**src/rtl/seq_parser_pkg.sv**
```systemverilog
// Shared types, header byte-lane helpers and flag positions for the multi-stream sequence parser.
package seq_parser_pkg;

  localparam int unsigned MAX_PAYLOAD = 37;
  localparam int unsigned SEQ_W       = 32;
  localparam int unsigned HDR_BYTES   = 8;
  localparam int unsigned BEAT_BYTES  = 4;
  localparam int unsigned PAYLOAD_W   = MAX_PAYLOAD * 8;
  localparam int unsigned LEN_W       = $clog2(MAX_PAYLOAD + 1);

  // Byte lane 0 is the first byte on the wire and sits at dataIn[31:24].
  localparam int unsigned LANE_LEN_LO = 0;
  localparam int unsigned LANE_LEN_HI = 1;
  localparam int unsigned LANE_SID_LO = 2;
  localparam int unsigned LANE_SID_HI = 3;

  localparam int unsigned FLAG_LOST       = 0;
  localparam int unsigned FLAG_LATE       = 1;
  localparam int unsigned FLAG_BADLEN     = 2;
  localparam int unsigned FLAG_BADSTREAM  = 3;

  typedef enum logic [1:0] {IDLE, HDR1, DATA} rx_state_e;

  typedef struct packed {
    logic [PAYLOAD_W-1:0] payload;
    logic [LEN_W-1:0]     len;
    logic [15:0]          stream;
    logic [SEQ_W-1:0]     gap;
    logic [3:0]           flags;
  } pkt_entry_t;

  function automatic logic [7:0] laneByte(input logic [31:0] d, input int unsigned lane);
    return d[31 - 8*lane -: 8];
  endfunction

  function automatic logic [15:0] hdrLen(input logic [31:0] d);
    return {laneByte(d, LANE_LEN_HI), laneByte(d, LANE_LEN_LO)};
  endfunction

  function automatic logic [15:0] hdrStream(input logic [31:0] d);
    return {laneByte(d, LANE_SID_HI), laneByte(d, LANE_SID_LO)};
  endfunction

  // Sequence number is little-endian across the four lanes of header word 1.
  function automatic logic [SEQ_W-1:0] hdrSeq(input logic [31:0] d);
    return SEQ_W'({laneByte(d, 3), laneByte(d, 2), laneByte(d, 1), laneByte(d, 0)});
  endfunction

endpackage

```
**src/rtl/pkt_fifo.sv**
```systemverilog
// Synchronous FIFO of parsed packet entries; an extra pointer bit separates full from empty.
module pkt_fifo
  import seq_parser_pkg::*;
#(
  parameter int unsigned DEPTH = 4
) (
  input  logic       clk,
  input  logic       reset,
  input  logic       push,
  input  pkt_entry_t pushData,
  input  logic       pop,
  output pkt_entry_t popData,
  output logic       full,
  output logic       empty
);

  localparam int unsigned AW = $clog2(DEPTH);

  pkt_entry_t    mem [DEPTH];
  logic [AW:0]   wrPtr;
  logic [AW:0]   rdPtr;
  logic          doPush;
  logic          doPop;

  assign empty  = (wrPtr == rdPtr);
  assign full   = (wrPtr[AW] != rdPtr[AW]) && (wrPtr[AW-1:0] == rdPtr[AW-1:0]);
  assign doPush = push && !full;
  assign doPop  = pop && !empty;
  assign popData = mem[rdPtr[AW-1:0]];

  always_ff @(posedge clk or posedge reset) begin
    if (reset) begin
      wrPtr <= '0;
      rdPtr <= '0;
    end else begin
      if (doPush) wrPtr <= wrPtr + (AW+1)'(1);
      if (doPop)  rdPtr <= rdPtr + (AW+1)'(1);
    end
  end

  // Storage needs no reset: the head is only observed while non-empty.
  always_ff @(posedge clk) begin
    if (doPush) mem[wrPtr[AW-1:0]] <= pushData;
  end

endmodule

```
**src/rtl/seq_parser_mc.sv**
```systemverilog
// Multi-stream sequence parser: strips the 8-byte header, classifies each packet against a
// per-stream next-expected sequence table and queues the result in an output FIFO.
module seq_parser_mc
  import seq_parser_pkg::*;
#(
  parameter int unsigned NUM_STREAMS = 32,
  parameter int unsigned DEPTH       = 4,
  parameter bit          DROP_BAD    = 1'b0
) (
  input  logic                 clk,
  input  logic                 reset,
  input  logic [31:0]          dataIn,
  input  logic                 dataIn_val,
  output logic                 dataIn_ready,
  input  logic                 dataIN_last,
  output logic [PAYLOAD_W-1:0] dataOut,
  output logic [LEN_W-1:0]     dataOut_len,
  output logic [15:0]          dataOut_stream,
  output logic [SEQ_W-1:0]     dataOut_gap,
  output logic [3:0]           dataOut_flags,
  output logic                 dataOut_val,
  input  logic                 dataOut_ready,
  output logic [15:0]          runtCount
);

  localparam int unsigned IDX_W         = $clog2(NUM_STREAMS);
  localparam logic [15:0] NUM_STREAMS_L = 16'(NUM_STREAMS);
  localparam logic [15:0] MIN_LEN       = 16'(HDR_BYTES + 1);
  localparam logic [15:0] MAX_LEN       = 16'(MAX_PAYLOAD + HDR_BYTES);

  rx_state_e            state;
  logic [15:0]          hdrLenQ;
  logic [15:0]          streamId;
  logic [SEQ_W-1:0]     seqNum;
  logic [15:0]          bytesLeft;
  logic [7:0]           byteIdx;
  logic [PAYLOAD_W-1:0] payload;
  logic                 lenBad;
  logic [SEQ_W-1:0]     seqTable [NUM_STREAMS];

  logic                 beatAcc;
  logic [15:0]          lenIn;
  logic [PAYLOAD_W-1:0] payloadNext;
  logic                 lastBad;
  logic                 badStream;
  logic [SEQ_W-1:0]     gap;
  logic                 late;
  logic                 lost;
  logic                 push;
  logic                 fifoFull;
  logic                 fifoEmpty;
  pkt_entry_t           pushEntry;
  pkt_entry_t           headEntry;

  assign dataIn_ready = !fifoFull && !reset;
  assign beatAcc      = dataIn_val && dataIn_ready;
  assign lenIn        = hdrLen(dataIn);

  // Entry assembly for the beat currently on the bus (only pushed on a DATA last beat).
  always_comb begin
    payloadNext = payload;
    for (int j = 0; j < int'(BEAT_BYTES); j++) begin
      if ((32'(byteIdx) + 32'(j)) < MAX_PAYLOAD &&
          (!dataIN_last || 32'(j) < 32'(bytesLeft)))
        payloadNext[(PAYLOAD_W - 8) - 8*(32'(byteIdx) + 32'(j)) +: 8] = laneByte(dataIn, 32'(j));
    end
    lastBad   = lenBad || (bytesLeft == 16'd0) || (bytesLeft > 16'(BEAT_BYTES));
    badStream = (streamId >= NUM_STREAMS_L);
    gap       = badStream ? '0 : (seqNum - seqTable[streamId[IDX_W-1:0]]);
    late      = gap[SEQ_W-1];
    lost      = (gap != '0) && !gap[SEQ_W-1];

    pushEntry.payload = lastBad ? '1 : payloadNext;
    pushEntry.len     = lastBad ? LEN_W'(MAX_PAYLOAD) : LEN_W'(hdrLenQ - 16'(HDR_BYTES));
    pushEntry.stream  = streamId;
    pushEntry.gap     = gap;
    pushEntry.flags   = '0;
    pushEntry.flags[FLAG_LOST]      = lost;
    pushEntry.flags[FLAG_LATE]      = late;
    pushEntry.flags[FLAG_BADLEN]    = lastBad;
    pushEntry.flags[FLAG_BADSTREAM] = badStream;

    push = (state == DATA) && beatAcc && dataIN_last && !(DROP_BAD && lastBad);
  end

  always_ff @(posedge clk or posedge reset) begin
    if (reset) begin
      state     <= IDLE;
      hdrLenQ   <= '0;
      streamId  <= '0;
      seqNum    <= '0;
      bytesLeft <= '0;
      byteIdx   <= '0;
      payload   <= '0;
      lenBad    <= 1'b0;
      runtCount <= '0;
      for (int i = 0; i < int'(NUM_STREAMS); i++) seqTable[i] <= '0;
    end else if (beatAcc) begin
      case (state)
        IDLE: begin
          hdrLenQ   <= lenIn;
          streamId  <= hdrStream(dataIn);
          bytesLeft <= lenIn - 16'(HDR_BYTES);
          lenBad    <= (lenIn < MIN_LEN) || (lenIn > MAX_LEN);
          byteIdx   <= '0;
          payload   <= '0;
          if (dataIN_last) begin
            if (runtCount != 16'hFFFF) runtCount <= runtCount + 16'd1;
          end else begin
            state <= HDR1;
          end
        end
        HDR1: begin
          seqNum <= hdrSeq(dataIn);
          if (dataIN_last) begin
            if (runtCount != 16'hFFFF) runtCount <= runtCount + 16'd1;
            state <= IDLE;
          end else begin
            state <= DATA;
          end
        end
        DATA: begin
          payload <= payloadNext;
          // Index stops advancing once past the stored region; overflow beats are dropped.
          if (byteIdx < 8'(MAX_PAYLOAD)) byteIdx <= byteIdx + 8'(BEAT_BYTES);
          if (dataIN_last) begin
            state <= IDLE;
            if (!badStream && !lastBad && !late)
              seqTable[streamId[IDX_W-1:0]] <= seqNum + SEQ_W'(1);
          end else begin
            bytesLeft <= (bytesLeft > 16'(BEAT_BYTES)) ? bytesLeft - 16'(BEAT_BYTES) : '0;
          end
        end
        default: state <= IDLE;
      endcase
    end
  end

  pkt_fifo #(.DEPTH(DEPTH)) u_fifo (
    .clk      (clk),
    .reset    (reset),
    .push     (push),
    .pushData (pushEntry),
    .pop      (dataOut_ready),
    .popData  (headEntry),
    .full     (fifoFull),
    .empty    (fifoEmpty)
  );

  // Egress fields come straight from the FIFO head and read as zero when it is empty.
  always_comb begin
    dataOut_val    = !fifoEmpty;
    dataOut        = '0;
    dataOut_len    = '0;
    dataOut_stream = '0;
    dataOut_gap    = '0;
    dataOut_flags  = '0;
    if (dataOut_val) begin
      dataOut        = headEntry.payload;
      dataOut_len    = headEntry.len;
      dataOut_stream = headEntry.stream;
      dataOut_gap    = headEntry.gap;
      dataOut_flags  = headEntry.flags;
    end
  end

endmodule

```
**config.mk**
```make
export PLATFORM = sky130hd
export DESIGN_NAME = seq_parser_mc
export DESIGN_NICKNAME = d
export VERILOG_FILES = /design/src/rtl/seq_parser_pkg.sv /design/src/rtl/pkt_fifo.sv /design/src/rtl/seq_parser_mc.sv
export SDC_FILE = /design/constraint.sdc
export NUM_CORES = 2
export LEC_CHECK = 0
export BUFFER_PORTS_ARGS = -buffer_cell sky130_fd_sc_hd__buf_2
export CAP_MARGIN = 40
export CORE_ASPECT_RATIO = 1.4
export CORE_MARGIN = 2
export CORE_UTILIZATION = 56
export DETAILED_ROUTE_END_ITERATION = 10
export HOLD_SLACK_MARGIN = 0.1
export PLACE_DENSITY = 0.76
export SYNTH_ARGS = -nofsm -noshare
export SYNTH_HDL_FRONTEND = slang
export SYNTH_SLANG_ARGS = --single-unit
```
**constraint.sdc**
```tcl
create_clock -name clk -period 53.3 [get_ports clk]
set_input_delay 15.99 -clock clk [delete_from_list [all_inputs] [get_ports clk]]
set_output_delay 15.99 -clock clk [all_outputs]
set_load 0.1 [all_outputs]
```
After elaboration in Yosys (flattened, before gate mapping). Memory sizes are Yosys's and may differ from the RTL's. Index checks and enable logic that the tools add are counted.

Register bits: 1423. Latch bits: 0. RAM bits: 1416. Memory bits (read-only): 0. Input bits: 37. Output and inout bits: 372. Word-level logic and storage cells: 174. Memories kept: 1.

Memory list: u_fifo.mem (depth 4, bits a word 354, read ports 1, clocked after memory_dff 0, write ports 1, RTL line pkt_fifo.sv:19) `pkt_entry_t mem [DEPTH];`.

Add/sub/neg operators: 20. Multipliers: 0. Divide/modulo/power cells: 0. Order comparisons: 15. Eq/ne operators: 10. Shifts and indexed selects: 8. Muxes and demuxes: 34. Bitwise gates (word level): 1. Reduce and logical (&&, ||, !) cells: 42.

Operators by type and width (count): 2-to-1 mux 296 bit (6); bitwise mux 296 bit (4); variable shift 8 x 34 -> 296 bit (first input constant) (4); indexed part select 8 x 34 -> 296 bit (4); bitwise mux 1024 bit (1); one-hot mux 296 bit (2 select lines) (1); binary-select mux 32 bit (select 5 bit) (1); demux 32 bit (select 5 bit) (1); 2-to-1 mux 32 bit (5); negator 32 -> 34 bit (4); less-than comparator 32 x 6 -> 1 bit (second input constant) (3); 2-to-1 mux 16 bit (3); subtractor 9 x 12 -> 13 bit (first input constant) (3); adder 32 x 1 -> 32 bit (second input constant) (1); less-than comparator 1 x 16 -> 1 bit (first input constant) (2); less-than comparator 2 x 16 -> 1 bit (first input constant) (2); one-hot mux 16 bit (2 select lines) (1); nonzero test 32 bit (1); subtractor 32 bit (1); adder 8 x 2 -> 9 bit (second input constant) (2); adder 16 x 1 -> 16 bit (second input constant) (1); >= comparator 16 x 6 -> 1 bit (second input constant) (1); > comparator 16 x 3 -> 1 bit (second input constant) (1); > comparator 16 x 6 -> 1 bit (second input constant) (1); other kinds (37) (76).

Logic depth before layout (Yosys ltp).
Depth in word-level cells: 12. Gate-level depth with buffers: 22.

By module. A second synthesis with hierarchy kept.

Cells, all modules: 7970. Area total of the unflattened synthesis: 124568.2 µm².

By module, submodules not included: seq_parser_mc (instances 1, cells each 6071, area each 72366.9 µm²); pkt_fifo (instances 1, cells each 1899, area each 52201.3 µm²).

Worst setup path after synthesis. OpenSTA, ideal clock, no wires.

Kind: input to register. Start point: input reset. End point: memory u_fifo.mem[0][0] (netlist bit), enable pin. Library setup time: 0.764 ns. Arrival: 61.325 ns. Slack: -8.789 ns. Stages: 5. Buffers on the path: 1. Cell sequence: inv_1 > o311ai_1 > nor2_1 > clkbuf_1 > and3_1.

Longest elaborated chain between the ends: 8.

Ends and longest elaborated chain: start: declaration (RTL line seq_parser_mc.sv:11) `input logic reset,`; zero test 1 bit (no line); logical AND 1 bit (RTL line seq_parser_mc.sv:55) `assign dataIn_ready = !fifoFull && !reset;`; logical AND 1 bit (RTL line seq_parser_mc.sv:56) `assign beatAcc = dataIn_val && dataIn_ready;`; logical AND 1 bit (2 in a row) (RTL line seq_parser_mc.sv:83) `push = (state == DATA) && beatAcc && dataIN_last && !(DROP_BAD && lastBad);`; logical AND 1 bit (RTL line pkt_fifo.sv:27) `assign doPush = push && !full;`; 2-to-1 mux 1 bit (RTL line pkt_fifo.sv:43) `if (doPush) mem[wrPtr[AW-1:0]] <= pushData;`; 2-to-1 mux 1 bit (implied by the code) (RTL line pkt_fifo.sv:43); end: declaration (RTL line pkt_fifo.sv:19).

Every way passes these cells.

Worst setup path after layout.
Start point: input reset. End point: output dataIn_ready.

Longest elaborated chain between the ends: 2.

Ends and longest elaborated chain: zero test 1 bit (no line); logical AND 1 bit (RTL line seq_parser_mc.sv:55); end: declaration (RTL line seq_parser_mc.sv:14) `output logic dataIn_ready,`.

Every way passes these cells.

==> results.txt <==
Final setup viols: 0
R2R Path End: seqTable[972]$_DFFE_PP0P_
Gpl congestion: 0.933
Number of synthesized flops with an enable pin: 1412
Post-synthesis sequential area ratio: 63.2%
Clk slew on worst S/H paths: 60 ps
Slew of the pin with the lowest slew margin: 1380 ps
Worst VDD drop: 0.111 mV
Slowest library cell on the worst path: buf_2
Input/output buffers: 408
Worst Reg-to-Reg Cells: 21
Die Span Y: 559 µm
Die X: 401 µm
CTS buffer count: 266
Crit path capture type: output port
Nets@finish: 8345
Most frequent CP cell: buf_2
TritonCTS clock tree: built
Post-CTS Resized: 0
Area delta synth->final: 12.2%
Setup TNS: 0 ps
CTS sink count: 2833
Total power: 8360 µW
Highest-count cells in the layout ignoring fill and taps: 1416 x dfrtp_1, 1412 x edfxtp_1, 837 x mux2_2, 678 x nand2_1, 609 x mux4_2
Ratio of cells with drive above 1 in the final layout: 30.7%
Mapped Avg Cell Area: 15.6 µm²
Fmax: 30.5 MHz
RSZ-0062 raised after global routing: false
Initial DRC count: 8136
Switching Share: 47.8%
Setup bufs post-CTS: 0
Crit Path Max Fanout: 2
Vias/cell: 6.50
DP HPWL: 210000 µm
P_sw: 4000 µW
Num rows: 203
Core ar.: 0.219 mm²
Root buf cell: clkbuf_16
R2r setup slk: 43600 ps
First-pass DRT Iterations: 8
Initial Util: 56.4%
Worst clock skew: 52.2 ps
Vias: 73520
Pins Over Slew Limit: 0
WP data required: 37310 ps
Count of final hold-check violations: 0
Post-Syn Instances: 7889
Pwr Density: 60.4 mW/mm²
HP Class: reg2reg
Max-cap violations: 0
Max-Slew Margin vs Limit: 7.68%
Synthesized flop and latch total: 2833
Final min period: 32740 ps
Startpoint Class: input pin
Cell-internal power: 4360 µW
Commonest non-fill, non-tap cell in the layout: dfrtp_1
Fillers: 15044
Vias in the first global route: 75518
Worst Hold Depth: 2
Final period util: 61.4%
Outcome: completed
Initial antenna violation count: 30
First-pass GRT wire length: 497000 µm
Number of library cell types mapped by synthesis: 85
Logic pwr share: 47.3%
IO Count: 409
Remaining global-route overflow: 0
Drt wl/cell: 29.6 µm
Clock latency on the worst-skew pair: 840 ps
CP peak stage delay: 460 ps
# hold bufs at CTS: 0
CTS max path bufs: 4
Min-delay src: payload[204]$_DFFE_PP0P_
Main synth FF type: dfrtp_1
Total routed wirelength: 335000 µm
Worst path arrival time: 16750 ps
Multi-input gate area: 0.0432 mm²
Seq pwr share: 29.8%
Yosys warnings: 0
Synthesized area: 0.123 mm²
Die area: 0.224 mm²
Largest net degree at the start of global routing: 240
Cell Chain, Critical Path: buf_2 > nor2_1 > buf_2
Max H-tree Level: 5
FF-to-FF Start: streamId[0]$_DFFE_PP0P_
Flip-flop and latch area: 0.0780 mm²
Async S/R FF share, synth: 50.2%
Setup CP Type: in2out
Total GRT Usage: 29.8%
P_leak: 0.0547 µW
Post-detailed-route count of antenna-violating nets: 0
Min-Delay Endpoint: payload[204]$_DFFE_PP0P_
Residual DRC: 0
Clock power share: 22.9%
-- state kept, by name, summed over array words and instances, names as in the netlist --
| name | cells |
|---|---|
| state | 2 |
| byteIdx | 6 |
| bytesLeft | 16 |
| seqNum | 32 |
| lenBad | 1 |
| u_fifo.rdPtr | 3 |
| seqTable | 1024 |
| runtCount | 16 |
| payload | 296 |
| streamId | 16 |
| hdrLenQ | 6 |
| u_fifo.mem | 1412 |
| u_fifo.wrPtr | 3 |
-- critical path, delay by kind of cell --
kind                   cells  cell delay (ps)
buffers and inverters      2              590
and+or+nand+nor            1              170
-- routing by layer --
layer | GRT usage (%) | part of all wire (%) | up-vias
met5 | 0 | 0.030 | -
met1 | 37.7 | 36 | 38460
met2 | 49.1 | 49 | 3606
met4 | 15.8 | 6.1 | 16
met3 | 5.49 | 8.3 | 876
li1 | - | - | 30562
-- cells by family after synthesis --
| kind of cell | Yosys count | synth area share [%] |
|---|---|---|
| DFF | 2833 | 63.2 |
| other | 2 | 0.00609 |
| and+or+nand+nor | 1602 | 6.51 |
| AOI/OAI and AO/OA | 849 | 4.71 |
| xor gates and xnor gates | 99 | 0.703 |
| muxes | 1811 | 22.0 |
| buffers and inverters | 625 | 2.19 |
| adders and majority gates | 68 | 0.694 |
-- through the flow --
| stage | cells | setup WS, ps | util (%) | hold WS (ps) | cell area [µm²] |
|---|---|---|---|---|---|
| 2_1_floorplan | 7896 | 7130 | - | 443 | 123000 |
| 3_3_place_gp | 10766 | 20510 | 58.7 | 454 | 128000 |
| 4_1_cts | 11299 | 20540 | 63.3 | 476 | 138000 |
| 3_5_place_dp | 10841 | 20540 | 59.3 | 461 | 130000 |
| 6_report | 11316 | 20560 | 63.3 | 476 | 138000 |
| 5_1_grt | 11302 | 20550 | 63.3 | 490 | 138000 |
-- synth_stat cells, types with 87 or more instances --
| master | number | area share, % |
|---|---|---|
| a22o_1 | 163 | 1.2 |
| and2_1 | 376 | 1.9 |
| buf_4 | 87 | 0.53 |
| clkbuf_1 | 391 | 1.2 |
| dfrtp_1 | 1421 | 29 |
| edfxtp_1 | 1412 | 34 |
| mux2_1 | 239 | 2.2 |
| mux2_2 | 837 | 7.6 |
| mux2i_1 | 126 | 1.0 |
| mux4_2 | 609 | 11 |
| nand2_1 | 681 | 2.1 |
| nor2_1 | 157 | 0.48 |
| o21ai_0 | 295 | 1.2 |
-- power by group through the flow --
stage               Sequential (µW)  Combinational [µW]  Clock (µW)
finish                         2490                3960        1910
global route                   2500                4080        2020
CTS                            2480                3950        1930
detailed placement             2530                3940           0
global placement               2530                3860           0
floorplan                      2510                3060           0
-- cell type report --
type                       instances  area share [%]
sequential                      2833            56.3
multi-input combinational       4438            31.2
clock buffer                     362            5.42
timing repair buffer             660            3.52
tap                             2870            2.59
clock inverter                    96           0.809
inverter                          42           0.117
antenna                           15          0.0271
-- how the worst max path moves through the flow --
stage	start	endpoint	depth (start not counted)
final	reset	dataIn_ready	3
after global routing	reset	dataIn_ready	3
after CTS	reset	dataIn_ready	3
after detailed placement	reset	dataIn_ready	3
after global placement	reset	dataIn_ready	3
after floorplan	reset	u_fifo.mem[0][0]$_DFFE_PP_	5
Note: power is estimated with default switching activity, not from simulation.
